`src/rtl/scope_pkg.sv`:
```
// Shared definitions for the scope capture readout path.
//   ADDR_W_DEF / DATA_W_DEF : default RAM address and sample widths
//   rd_state_t              : readout FSM state encoding
//   wrap_inc()              : circular-buffer address increment (modulus -> 0)
package scope_pkg;

    localparam int unsigned ADDR_W_DEF = 16;
    localparam int unsigned DATA_W_DEF = 8;

    typedef enum logic [1:0] {
        StIdle = 2'd0,
        StLoad = 2'd1,
        StRun  = 2'd2,
        StDone = 2'd3
    } rd_state_t;

    // Next address in a circular buffer whose highest valid address is modulus.
    function automatic logic [ADDR_W_DEF-1:0] wrap_inc(input logic [ADDR_W_DEF-1:0] addr,
                                                        input logic [ADDR_W_DEF-1:0] modulus);
        return (addr == modulus) ? '0 : addr + ADDR_W_DEF'(1);
    endfunction

endpackage

```
`src/rtl/capture_readout_if.sv`:
```
// Bundle of the readout control, RAM read and output stream signals.
//   control : start, trig_addr, pretrig, length, modulus -> busy, done
//   RAM     : ram_rd, ram_addr -> ram_rdata (one cycle latency)
//   stream  : out_data, out_valid, out_last <- out_ready
// slave is the readout engine's view, master is the host/RAM/consumer view.
interface capture_readout_if #(
    parameter int unsigned ADDR_W = scope_pkg::ADDR_W_DEF,
    parameter int unsigned DATA_W = scope_pkg::DATA_W_DEF
);
    logic              start;
    logic [ADDR_W-1:0] trig_addr;
    logic [ADDR_W-1:0] pretrig;
    logic [ADDR_W-1:0] length;
    logic [ADDR_W-1:0] modulus;
    logic              busy;
    logic              done;
    logic              ram_rd;
    logic [ADDR_W-1:0] ram_addr;
    logic [DATA_W-1:0] ram_rdata;
    logic [DATA_W-1:0] out_data;
    logic              out_valid;
    logic              out_ready;
    logic              out_last;

    modport slave (
        input  start, trig_addr, pretrig, length, modulus, ram_rdata, out_ready,
        output busy, done, ram_rd, ram_addr, out_data, out_valid, out_last
    );

    modport master (
        output start, trig_addr, pretrig, length, modulus, ram_rdata, out_ready,
        input  busy, done, ram_rd, ram_addr, out_data, out_valid, out_last
    );

endinterface

```
`src/rtl/readout_skid.sv`:
```
// Two-entry FIFO of {last, data} that catches RAM read data the consumer
// could not take yet.
//   clk, reset_n           : clock, async active-low reset (empties the FIFO)
//   push_i/push_last_i/... : write one entry
//   pop_i                  : drop the head entry
//   count_o                : occupancy 0..2
//   head_last_o/head_data_o: head entry (meaningful when count_o != 0)
module readout_skid import scope_pkg::*; #(
    parameter int unsigned DATA_W = DATA_W_DEF
) (
    input  logic              clk,
    input  logic              reset_n,
    input  logic              push_i,
    input  logic              push_last_i,
    input  logic [DATA_W-1:0] push_data_i,
    input  logic              pop_i,
    output logic [1:0]        count_o,
    output logic              head_last_o,
    output logic [DATA_W-1:0] head_data_o
);

    logic [DATA_W:0] mem_q [2];
    logic            wr_ptr_q;
    logic            rd_ptr_q;
    logic [1:0]      count_q, count_d;

    always_comb begin
        count_d = count_q;
        if (push_i && !pop_i) begin
            count_d = count_q + 2'd1;
        end else if (pop_i && !push_i) begin
            count_d = count_q - 2'd1;
        end
    end

    always_ff @(posedge clk or negedge reset_n) begin
        if (!reset_n) begin
            mem_q[0] <= '0;
            mem_q[1] <= '0;
            wr_ptr_q <= 1'b0;
            rd_ptr_q <= 1'b0;
            count_q  <= 2'd0;
        end else begin
            if (push_i) begin
                mem_q[wr_ptr_q] <= {push_last_i, push_data_i};
                wr_ptr_q        <= ~wr_ptr_q;
            end
            if (pop_i) begin
                rd_ptr_q <= ~rd_ptr_q;
            end
            count_q <= count_d;
        end
    end

    assign count_o                    = count_q;
    assign {head_last_o, head_data_o} = mem_q[rd_ptr_q];

endmodule

```
`src/rtl/capture_readout.sv`:
```
// Streams a window of samples out of the circular capture RAM.
// On start, the window begins pretrig samples (clamped to the buffer) before
// trig_addr and covers length samples, wrapping from modulus to 0.
//   clk, reset_n : clock, async active-low reset
//   bus (slave)  : control (start/params, busy/done), RAM read port,
//                  valid/ready output stream with last marker
module capture_readout import scope_pkg::*; #(
    parameter int unsigned ADDR_W = ADDR_W_DEF,
    parameter int unsigned DATA_W = DATA_W_DEF
) (
    input  logic             clk,
    input  logic             reset_n,
    capture_readout_if.slave bus
);

    rd_state_t         state_q, state_d;
    logic [ADDR_W-1:0] trig_q, trig_d, pre_q, pre_d, len_q, len_d, mod_q, mod_d;
    logic [ADDR_W-1:0] addr_q, addr_d, rem_q, rem_d;
    logic              inflight_q, inflight_d, infl_last_q, infl_last_d;

    logic [1:0]        fifo_cnt;
    logic              fifo_last;
    logic [DATA_W-1:0] fifo_data;

    logic              head_valid, head_last, pop, fifo_pop, push, issue;
    logic [DATA_W-1:0] head_data;
    logic [2:0]        occ_w;
    logic [ADDR_W:0]   p_w, start_w;

    // The read returning this cycle is presented directly when the FIFO is
    // empty, so the first sample is visible in the cycle its data arrives.
    always_comb begin
        head_valid = (fifo_cnt != 2'd0) || inflight_q;
        if (fifo_cnt != 2'd0) begin
            head_data = fifo_data;
            head_last = fifo_last;
        end else begin
            head_data = bus.ram_rdata;
            head_last = infl_last_q;
        end
        pop      = head_valid && bus.out_ready;
        fifo_pop = pop && (fifo_cnt != 2'd0);
        push     = inflight_q && !(pop && (fifo_cnt == 2'd0));
        // Buffered plus in-flight after this cycle's pop must leave room.
        occ_w    = 3'(fifo_cnt) + 3'(inflight_q) - 3'(pop);
        issue    = (state_q == StRun) && (rem_q != '0) && (occ_w < 3'd2);
    end

    // Window start, computed one bit wider so the wrap case cannot overflow.
    always_comb begin
        p_w = (pre_q > mod_q) ? {1'b0, mod_q} : {1'b0, pre_q};
        if (p_w <= {1'b0, trig_q}) begin
            start_w = {1'b0, trig_q} - p_w;
        end else begin
            start_w = {1'b0, trig_q} + {1'b0, mod_q} + (ADDR_W + 1)'(1) - p_w;
        end
    end

    always_comb begin
        state_d     = state_q;
        trig_d      = trig_q;
        pre_d       = pre_q;
        len_d       = len_q;
        mod_d       = mod_q;
        addr_d      = addr_q;
        rem_d       = rem_q;
        inflight_d  = issue;
        infl_last_d = issue && (rem_q == ADDR_W'(1));
        unique case (state_q)
            StIdle: begin
                if (bus.start) begin
                    trig_d  = bus.trig_addr;
                    pre_d   = bus.pretrig;
                    len_d   = bus.length;
                    mod_d   = bus.modulus;
                    state_d = StLoad;
                end
            end
            StLoad: begin
                addr_d  = ADDR_W'(start_w);
                rem_d   = len_q;
                state_d = (len_q == '0) ? StDone : StRun;
            end
            StRun: begin
                if (issue) begin
                    rem_d  = rem_q - ADDR_W'(1);
                    addr_d = wrap_inc(addr_q, mod_q);
                end
                if (pop && head_last) begin
                    state_d = StDone;
                end
            end
            StDone: begin
                state_d = StIdle;
            end
            default: state_d = StIdle;
        endcase
    end

    always_ff @(posedge clk or negedge reset_n) begin
        if (!reset_n) begin
            state_q     <= StIdle;
            trig_q      <= '0;
            pre_q       <= '0;
            len_q       <= '0;
            mod_q       <= '0;
            addr_q      <= '0;
            rem_q       <= '0;
            inflight_q  <= 1'b0;
            infl_last_q <= 1'b0;
        end else begin
            state_q     <= state_d;
            trig_q      <= trig_d;
            pre_q       <= pre_d;
            len_q       <= len_d;
            mod_q       <= mod_d;
            addr_q      <= addr_d;
            rem_q       <= rem_d;
            inflight_q  <= inflight_d;
            infl_last_q <= infl_last_d;
        end
    end

    readout_skid #(
        .DATA_W(DATA_W)
    ) u_skid (
        .clk        (clk),
        .reset_n    (reset_n),
        .push_i     (push),
        .push_last_i(infl_last_q),
        .push_data_i(bus.ram_rdata),
        .pop_i      (fifo_pop),
        .count_o    (fifo_cnt),
        .head_last_o(fifo_last),
        .head_data_o(fifo_data)
    );

    assign bus.busy      = (state_q == StLoad) || (state_q == StRun);
    assign bus.done      = (state_q == StDone);
    assign bus.ram_rd    = issue;
    assign bus.ram_addr  = addr_q;
    assign bus.out_valid = head_valid;
    assign bus.out_data  = head_valid ? head_data : '0;
    assign bus.out_last  = head_valid && head_last;

endmodule

```
`src/flat_wrapper.sv`:
```
// flat-port wrapper written by rule: the top's interface ports become plain ports
module capture_readout_flat import scope_pkg::*;
#(
    parameter int unsigned ADDR_W = ADDR_W_DEF,
    parameter int unsigned DATA_W = DATA_W_DEF
)
  (clk, reset_n, bus_start, bus_trig_addr, bus_pretrig, bus_length, bus_modulus, bus_ram_rdata, bus_out_ready, bus_busy, bus_done, bus_ram_rd, bus_ram_addr, bus_out_data, bus_out_valid, bus_out_last);
  capture_readout_if #(.ADDR_W(ADDR_W), .DATA_W(DATA_W)) bus_i ();
  input  logic clk;
  input  logic reset_n;
  input wire logic [$bits(bus_i.start)-1:0] bus_start;
  input wire logic [$bits(bus_i.trig_addr)-1:0] bus_trig_addr;
  input wire logic [$bits(bus_i.pretrig)-1:0] bus_pretrig;
  input wire logic [$bits(bus_i.length)-1:0] bus_length;
  input wire logic [$bits(bus_i.modulus)-1:0] bus_modulus;
  input wire logic [$bits(bus_i.ram_rdata)-1:0] bus_ram_rdata;
  input wire logic [$bits(bus_i.out_ready)-1:0] bus_out_ready;
  output wire logic [$bits(bus_i.busy)-1:0] bus_busy;
  output wire logic [$bits(bus_i.done)-1:0] bus_done;
  output wire logic [$bits(bus_i.ram_rd)-1:0] bus_ram_rd;
  output wire logic [$bits(bus_i.ram_addr)-1:0] bus_ram_addr;
  output wire logic [$bits(bus_i.out_data)-1:0] bus_out_data;
  output wire logic [$bits(bus_i.out_valid)-1:0] bus_out_valid;
  output wire logic [$bits(bus_i.out_last)-1:0] bus_out_last;
  assign bus_i.start = bus_start;
  assign bus_i.trig_addr = bus_trig_addr;
  assign bus_i.pretrig = bus_pretrig;
  assign bus_i.length = bus_length;
  assign bus_i.modulus = bus_modulus;
  assign bus_i.ram_rdata = bus_ram_rdata;
  assign bus_i.out_ready = bus_out_ready;
  assign bus_busy = bus_i.busy;
  assign bus_done = bus_i.done;
  assign bus_ram_rd = bus_i.ram_rd;
  assign bus_ram_addr = bus_i.ram_addr;
  assign bus_out_data = bus_i.out_data;
  assign bus_out_valid = bus_i.out_valid;
  assign bus_out_last = bus_i.out_last;
  capture_readout #(.ADDR_W(ADDR_W), .DATA_W(DATA_W)) u_core (.clk(clk), .reset_n(reset_n), .bus(bus_i));
endmodule
```
`config.mk`:
```
export PLATFORM = sky130hd
export DESIGN_NAME = capture_readout_flat
export DESIGN_NICKNAME = d
export VERILOG_FILES = /design/src/rtl/scope_pkg.sv /design/src/rtl/capture_readout_if.sv /design/src/rtl/readout_skid.sv /design/src/rtl/capture_readout.sv /design/src/flat_wrapper.sv
export SDC_FILE = /design/constraint.sdc
export NUM_CORES = 1
export LEC_CHECK = 0
export CORE_AREA = 2 2 141 129
export DETAILED_ROUTE_END_ITERATION = 6
export DIE_AREA = 0 0 143 131
export PLACE_DENSITY = 0.88
export SLEW_MARGIN = 25
export SYNTH_ARGS = -nofsm -noshare
export SYNTH_HDL_FRONTEND = slang
export SYNTH_SLANG_ARGS = --single-unit
```
`constraint.sdc`:
```
create_clock -name clk -period 4.6 [get_ports clk]
set_input_delay 0.92 -clock clk [delete_from_list [all_inputs] [get_ports clk]]
set_output_delay 0.92 -clock clk [all_outputs]
set_load 0.05 [all_outputs]
```
==> results_dict.tcl, run 1 <==
set metrics [dict create \
    fin_nets 1270 \
    hold_viol 0 \
    clock-root-buffer "clkbuf_16" \
    drive_above_1_share_pct 24.93 \
    antenna_cells 0 \
    first_pass_iters 7 \
    clk_pin_slew_ns 0.06 \
    violations "DRC" \
    finalSetupTns_ns 0 \
    arrival_ns 4.89 \
    status "finished, violations left" \
    netlist_area_sq_um 8870 \
    die-area_sq_um 18730 \
    min_from "u_core.u_skid.mem_q[5]$_DFFE_PN0P_" \
    ys_types 68 \
    drt_wl_total_um 25580 \
    numCtsBuffers 17 \
    route.detailed.drc 1 \
    core_area_sq_um 17320 \
    dp_cells 1310 \
    mostFrequentLayoutCell "dfrtp_1" \
    dpl.hpwl_um 17840 \
    synth-async-reset-ratio_pct 100.0 \
    seq_area_sq_um 3053 \
    worstSkewPairLatency_ns 0.43 \
    clock-sinks 122 \
    critPathMaxStageDelay_ns 0.53 \
    clock_skew_ns 0.009269 \
    die_h_um 131 \
    route.detailed.wl_per_inst_um 18.77 \
    setup_viol_count_final 0 \
    cts_hold_buf 0 \
    cap_violations 0 \
    grt_usage_pct 26.99 \
    critical-path-slowest-cell "or4_4" \
    dieWidth_um 143 \
    crit_type "reg2reg" \
    ant_nets 0 \
    crit_chain "inv_1 > ha_1 > nand3_2 > or4_4 > a21o_4 > o211ai_4 > nand2_4 > buf_6 > nor2_1 > a21o_1 > ha_1 > a21o_1 > a21o_1 > a21oi_1 > o21ai_2 > a221oi_4 > o31ai_4 > o21ai_4 > buf_12 > a21oi_1 > a221o_1" \
    vias 8202 \
    max_freq_ghz 0.2181 \
    fin_crit_ns 4.585 \
    worst_slew_pin_slew_ns 0.8110 \
    grt.overflow.total 0 \
    synth-seq-cells 122 \
    cpMostUsedCell "a21o_1" \
    ctsLongestPathBuffers 2 \
    cts_tree "done" \
    r2r-start "u_core.mod_q[9]$_DFFE_PN0P_" \
    setup.worst_path.start "u_core.mod_q[9]$_DFFE_PN0P_" \
    place.gp.congestion 0.9933 \
    grt_setup_unrepaired "yes" \
    place_ws_ns -0.2163 \
    antenna_found_initial 0 \
    cpLargestDelayFamily "compound AO/OA/AOI/OAI gates" \
    hold_path_class "reg2reg" \
    start_kind "register" \
    relSlewSlack_pct 45.74 \
    worstPathMaxFanout 15 \
    seq_area_frac_synth_pct 34.42 \
    maxSlewViolCount 0 \
    critPathRequiredTime_ns 4.91 \
    vias_per_cell 6.018 \
    area_growth_pct 33.04 \
    crit_buf_inv 3 \
    fill_cells 1219 \
    synth_edf_count 0 \
    multi_input_area_sq_um 5821 \
    synth_nets 1095 \
    critPathCaptureType "register" \
    fin_ws_ns 0.01498 \
    final_cells 1363 \
    finalCritPeriodShare_pct 99.67 \
    rows 46 \
    grt_pass1_wl_um 39470 \
    initial_core_util_pct 51.20 \
    yosys_warnings 0 \
    final_cell_mix "dfrtp_1, clkdlybuf4s50_1, mux2_2, inv_1, buf_4" \
    port_buffers 104 \
    pin_count 105 \
    h-tree-depth 4 \
    grt_max_degree 81 \
    holdWs_ns 0.5073 \
    syn_avg_cell_area_sq_um 9.486 \
    drt-initial-drc-count 778 \
    first_global_vias 7916 \
    synth_cells 935 \
    synth_ff_type "dfrtp_1" \
]
[per-layer routing]
metal	up-vias	GRT usage (%)	share of wire, %
met5	-	0	0
met4	0	10.25	3.5
met3	82	4.883	7.4
met2	422	46.07	48
met1	3975	34.40	41
li1	3723	-	-
[Yosys cell counts (22+ instances only)]
cell / number / area [sq um]
nand2_1: 57 / 214.0
a21o_1: 28 / 210.2
inv_1: 76 / 285.3
dfrtp_1: 122 / 3053
a21oi_1: 66 / 330.3
ha_1: 74 / 925.9
mux2_2: 83 / 934.7
nor3_1: 22 / 110.1
nand3_1: 29 / 145.1
clkbuf_1: 25 / 93.84
xor2_1: 31 / 271.5
o21ai_0: 45 / 225.2
nor2_1: 54 / 202.7
[per-stage QoR]
| step | instance area (sq um) | util [%] |
|---|---|---|
| after CTS | 11340 | 65.48 |
| after global placement | 10600 | 61.19 |
| after floorplan | 8889 | - |
| after detailed placement | 10600 | 61.19 |
| after global routing | 11800 | 68.11 |
| final | 11800 | 68.11 |
[worst reg2reg max path, stage by stage, from the launching register on]
cell,delay [ns]
dfrtp_1,0.37
inv_1,0.07
ha_1,0.32
nand3_2,0.10
or4_4,0.53
a21o_4,0.23
o211ai_4,0.13
nand2_4,0.14
buf_6,0.18
nor2_1,0.13
a21o_1,0.15
ha_1,0.27
a21o_1,0.17
a21o_1,0.17
a21oi_1,0.23
o21ai_2,0.12
a221oi_4,0.37
o31ai_4,0.14
o21ai_4,0.14
buf_12,0.16
a21oi_1,0.07
a221o_1,0.29
[registers in the layout (all words and copies together), names as in the netlist]
register,cells
u_core.pre_q,16
u_core.infl_last_q,1
u_core.state_q,2
u_core.rem_q,16
u_core.u_skid.mem_q,18
u_core.u_skid.count_o,2
u_core.mod_q,16
u_core.u_skid.wr_ptr_q,1
u_core.inflight_q,1
u_core.len_q,16
u_core.bus.ram_addr,16
u_core.u_skid.rd_ptr_q,1
u_core.trig_q,16
[cell families after synthesis]
| logic type | count (synthesis) | synth area share (%) |
|---|---|---|
| multiplexers | 94 | 11.78 |
| AO/OA/AOI/OAI | 222 | 16.86 |
| flip-flops | 122 | 34.42 |
| AND/OR/NAND/NOR | 256 | 14.63 |
| adder cells (fa/ha/maj) | 84 | 12.70 |
| XOR/XNOR | 52 | 5.135 |
| buffers and inverters | 105 | 4.486 |
[repair_timing]
action / CTS / global route
buffers inserted: 1 / 18
resized for setup: 20 / 54
setup endpoints to repair: 16 / 16
endpoints found under the hold margin: 0 / 0
pin swaps: 6 / 32
cloned: 1 / 1
[layout make-up]
cell class | count | share of cell area [%]
repair buffers | 183 | 14.51
clock inverters | 13 | 1.633
multi-input cells | 709 | 49.33
clock buffers | 19 | 3.669
inverters | 77 | 2.449
flip-flops and latches | 122 | 25.87
well taps | 240 | 2.545
[final timing paths]
check | endpoint | slack, ns | depth (start not counted)
worst max-delay path | u_core.bus.ram_addr[0]$_DFFE_PN0P_ | 0.01 | 21
worst min-delay path | u_core.u_skid.mem_q[5]$_DFFE_PN0P_ | 0.51 | 1
worst max register to register | u_core.bus.ram_addr[0]$_DFFE_PN0P_ | 0.01 | 21
worst min register to register | u_core.u_skid.mem_q[5]$_DFFE_PN0P_ | 0.51 | 1
max in group asynchronous | u_core.len_q[4]$_DFFE_PN0P_ | 3.26 | 2
min in group asynchronous | u_core.pre_q[3]$_DFFE_PN0P_ | 0.54 | 1
Power of run 1 is left out: the tool's default activity adds up to more than one toggle a clock period on the data nets, which glitch-free logic cannot reach.
==> inputs of run 2 (changes only) <==
Settings changed: CORE_AREA 2 2 141 129 to 2 2 144 216, DIE_AREA 0 0 143 131 to 0 0 146 218, PLACE_DENSITY 0.88 to 0.6.
==> results_dict.tcl, run 2 (synthesized netlist as in run 1, its figures left out) <==
set metrics [dict create \
    crit_buf_inv 2 \
    setup_viol_count_final 0 \
    antenna_cells 0 \
    dpl.hpwl_um 20420 \
    grt_setup_unrepaired "yes" \
    start_kind "register" \
    numCtsBuffers 17 \
    clock-sinks 122 \
    initial_core_util_pct 29.51 \
    holdWs_ns 0.4539 \
    arrival_ns 4.77 \
    cts_hold_buf 0 \
    setup.worst_path.start "u_core.pre_q[12]$_DFFE_PN0P_" \
    clock_skew_ns 0.008408 \
    pin_count 105 \
    cts_tree "done" \
    r2r_cells 20 \
    final_cell_mix "dfrtp_1, buf_4, clkdlybuf4s50_1, mux2_2, inv_1" \
    grt_usage_pct 16.69 \
    critPathMaxStageDelay_ns 0.57 \
    worstPathMaxFanout 5 \
    drive_above_1_share_pct 26.55 \
    rows 78 \
    hold_path_class "in2async" \
    status "finished clean" \
    grt_max_degree 46 \
    rrSetupSlack_ns 0.14 \
    max_freq_ghz 0.2242 \
    dieWidth_um 146 \
    crit_chain "ha_4 > nand2_2 > or4_4 > a21o_4 > o211ai_4 > nand2_8 > buf_4 > nor2_1 > a21o_1 > ha_1 > a21o_1 > a21o_1 > a2111oi_4 > o21ai_2 > a221oi_4 > o31ai_4 > o21ai_4 > buf_6 > a21oi_1 > a221o_1" \
    drt_wl_total_um 25960 \
    top_register "u_core.u_skid.mem_q" \
    cpLargestDelayFamily "compound AO/OA/AOI/OAI gates" \
    core_area_sq_um 30060 \
    port_buffers 104 \
    vias_per_cell 4.996 \
    seq_area_sq_um 3054 \
    hold_viol 0 \
    cap_violations 0 \
    r2r-start "u_core.pre_q[12]$_DFFE_PN0P_" \
    worstSetupEndpoint "u_core.bus.ram_addr[0]$_DFFE_PN0P_" \
    route.detailed.wl_per_inst_um 16.64 \
    die-area_sq_um 31830 \
    antenna_found_initial 0 \
    fill_cells 3116 \
    multi_input_area_sq_um 5756 \
    critPathRequiredTime_ns 4.91 \
    post-route-util_pct 40.37 \
    fin_nets 1307 \
    vias 7794 \
    maxSlewViolCount 0 \
    grt.overflow.total 0 \
    critPathCaptureType "register" \
    dpl-instance-area_sq_um 11150 \
    crit_cells 20 \
    ant_nets 0 \
    clk_pin_slew_ns 0.06 \
    largest_reg_flops 18 \
    final_area_sq_um 12140 \
    route.detailed.drc 0 \
    grt_pass1_wl_um 41730 \
    h-tree-depth 4 \
    r2r_end "u_core.bus.ram_addr[0]$_DFFE_PN0P_" \
    die_h_um 218 \
    clock-root-buffer "clkbuf_16" \
    critical-path-slowest-cell "or4_4" \
    first_pass_iters 7 \
    drt-initial-drc-count 418 \
    place.gp.congestion 0.8948 \
    relSlewSlack_pct 47.12 \
    ctsLongestPathBuffers 2 \
    mostFrequentLayoutCell "dfrtp_1" \
    worst_slew_pin_slew_ns 0.7902 \
    finalCritPeriodShare_pct 96.97 \
    first_global_vias 8075 \
    crit_type "reg2reg" \
    cpMostUsedCell "a21o_1" \
    area_growth_pct 36.82 \
    fin_crit_ns 4.460 \
    worstSkewPairLatency_ns 0.43 \
]
run 2: changes by cell type in the layout (fill, tap and decap cells not counted), moves of 3 or more:
| cell | before | now |
|---|---|---|
| buf_4 | 72 | 113 |
| clkinv_4 | 4 | 0 |
| buf_12 | 4 | 1 |
| ha_1 | 61 | 64 |
| nor2_2 | 5 | 2 |
run 2: cell type report:
type / count / area share (%)
tap: 400 / 4.124
clock inverter: 11 / 1.186
clock buffer: 21 / 3.794
inverter: 77 / 2.382
multi-input combinational: 709 / 47.43
timing repair buffer: 220 / 15.92
sequential: 122 / 25.17
run 2: worst reg2reg max path: cells and delay by family (launching register included):
kind	cells	cell delay (ns)
and+or+nand+nor	4	0.85
adders and majority gates	2	0.53
buffers and inverters	2	0.32
DFF	1	0.42
AOI/OAI and AO/OA	12	2.25
run 2: worst min-delay path by stage:
stage / slack, ns / end / start
3_3_place_gp: 0.48 / u_core.u_skid.wr_ptr_q$_DFFE_PN0P_ / u_core.u_skid.wr_ptr_q$_DFFE_PN0P_
6_report: 0.45 / u_core.pre_q[3]$_DFFE_PN0P_ / reset_n
2_1_floorplan: 0.47 / u_core.rem_q[5]$_DFFE_PN0P_ / u_core.len_q[5]$_DFFE_PN0P_
4_1_cts: 0.45 / u_core.pre_q[3]$_DFFE_PN0P_ / reset_n
5_1_grt: 0.48 / u_core.pre_q[3]$_DFFE_PN0P_ / reset_n
3_5_place_dp: 0.49 / u_core.u_skid.mem_q[5]$_DFFE_PN0P_ / u_core.u_skid.mem_q[5]$_DFFE_PN0P_
run 2: repair_timing:
action / 4_1_cts / 5_1_grt
gates cloned: 1 / 1
setup buffers: 1 / 4
endpoints found under the setup margin: 16 / 16
pin swaps: 1 / 28
resized for setup: 14 / 55
endpoints found under the hold margin: 0 / 0
run 2: per-stage QoR:
stage	instances	setup TNS, ns	worst slack [ns]
after global routing	1560	-0.1941	-0.07458
after detailed placement	1521	-2.707	-0.2641
after floorplan	935	-0.07368	-0.05117
after global placement	1521	-2.420	-0.2360
final	1560	0	0.1396
after CTS	1555	0	0.01940
run 2: routing by layer:
| metal | up-vias | routed length, um | track usage (%) |
|---|---|---|---|
| met5 | - | 0 | 0 |
| met4 | 0 | 1093 | 7.994 |
| met3 | 54 | 707 | 2.782 |
| met2 | 169 | 13940 | 31.37 |
| met1 | 3781 | 10220 | 18.09 |
| li1 | 3790 | - | - |
Power of run 2 is left out for the same reason.
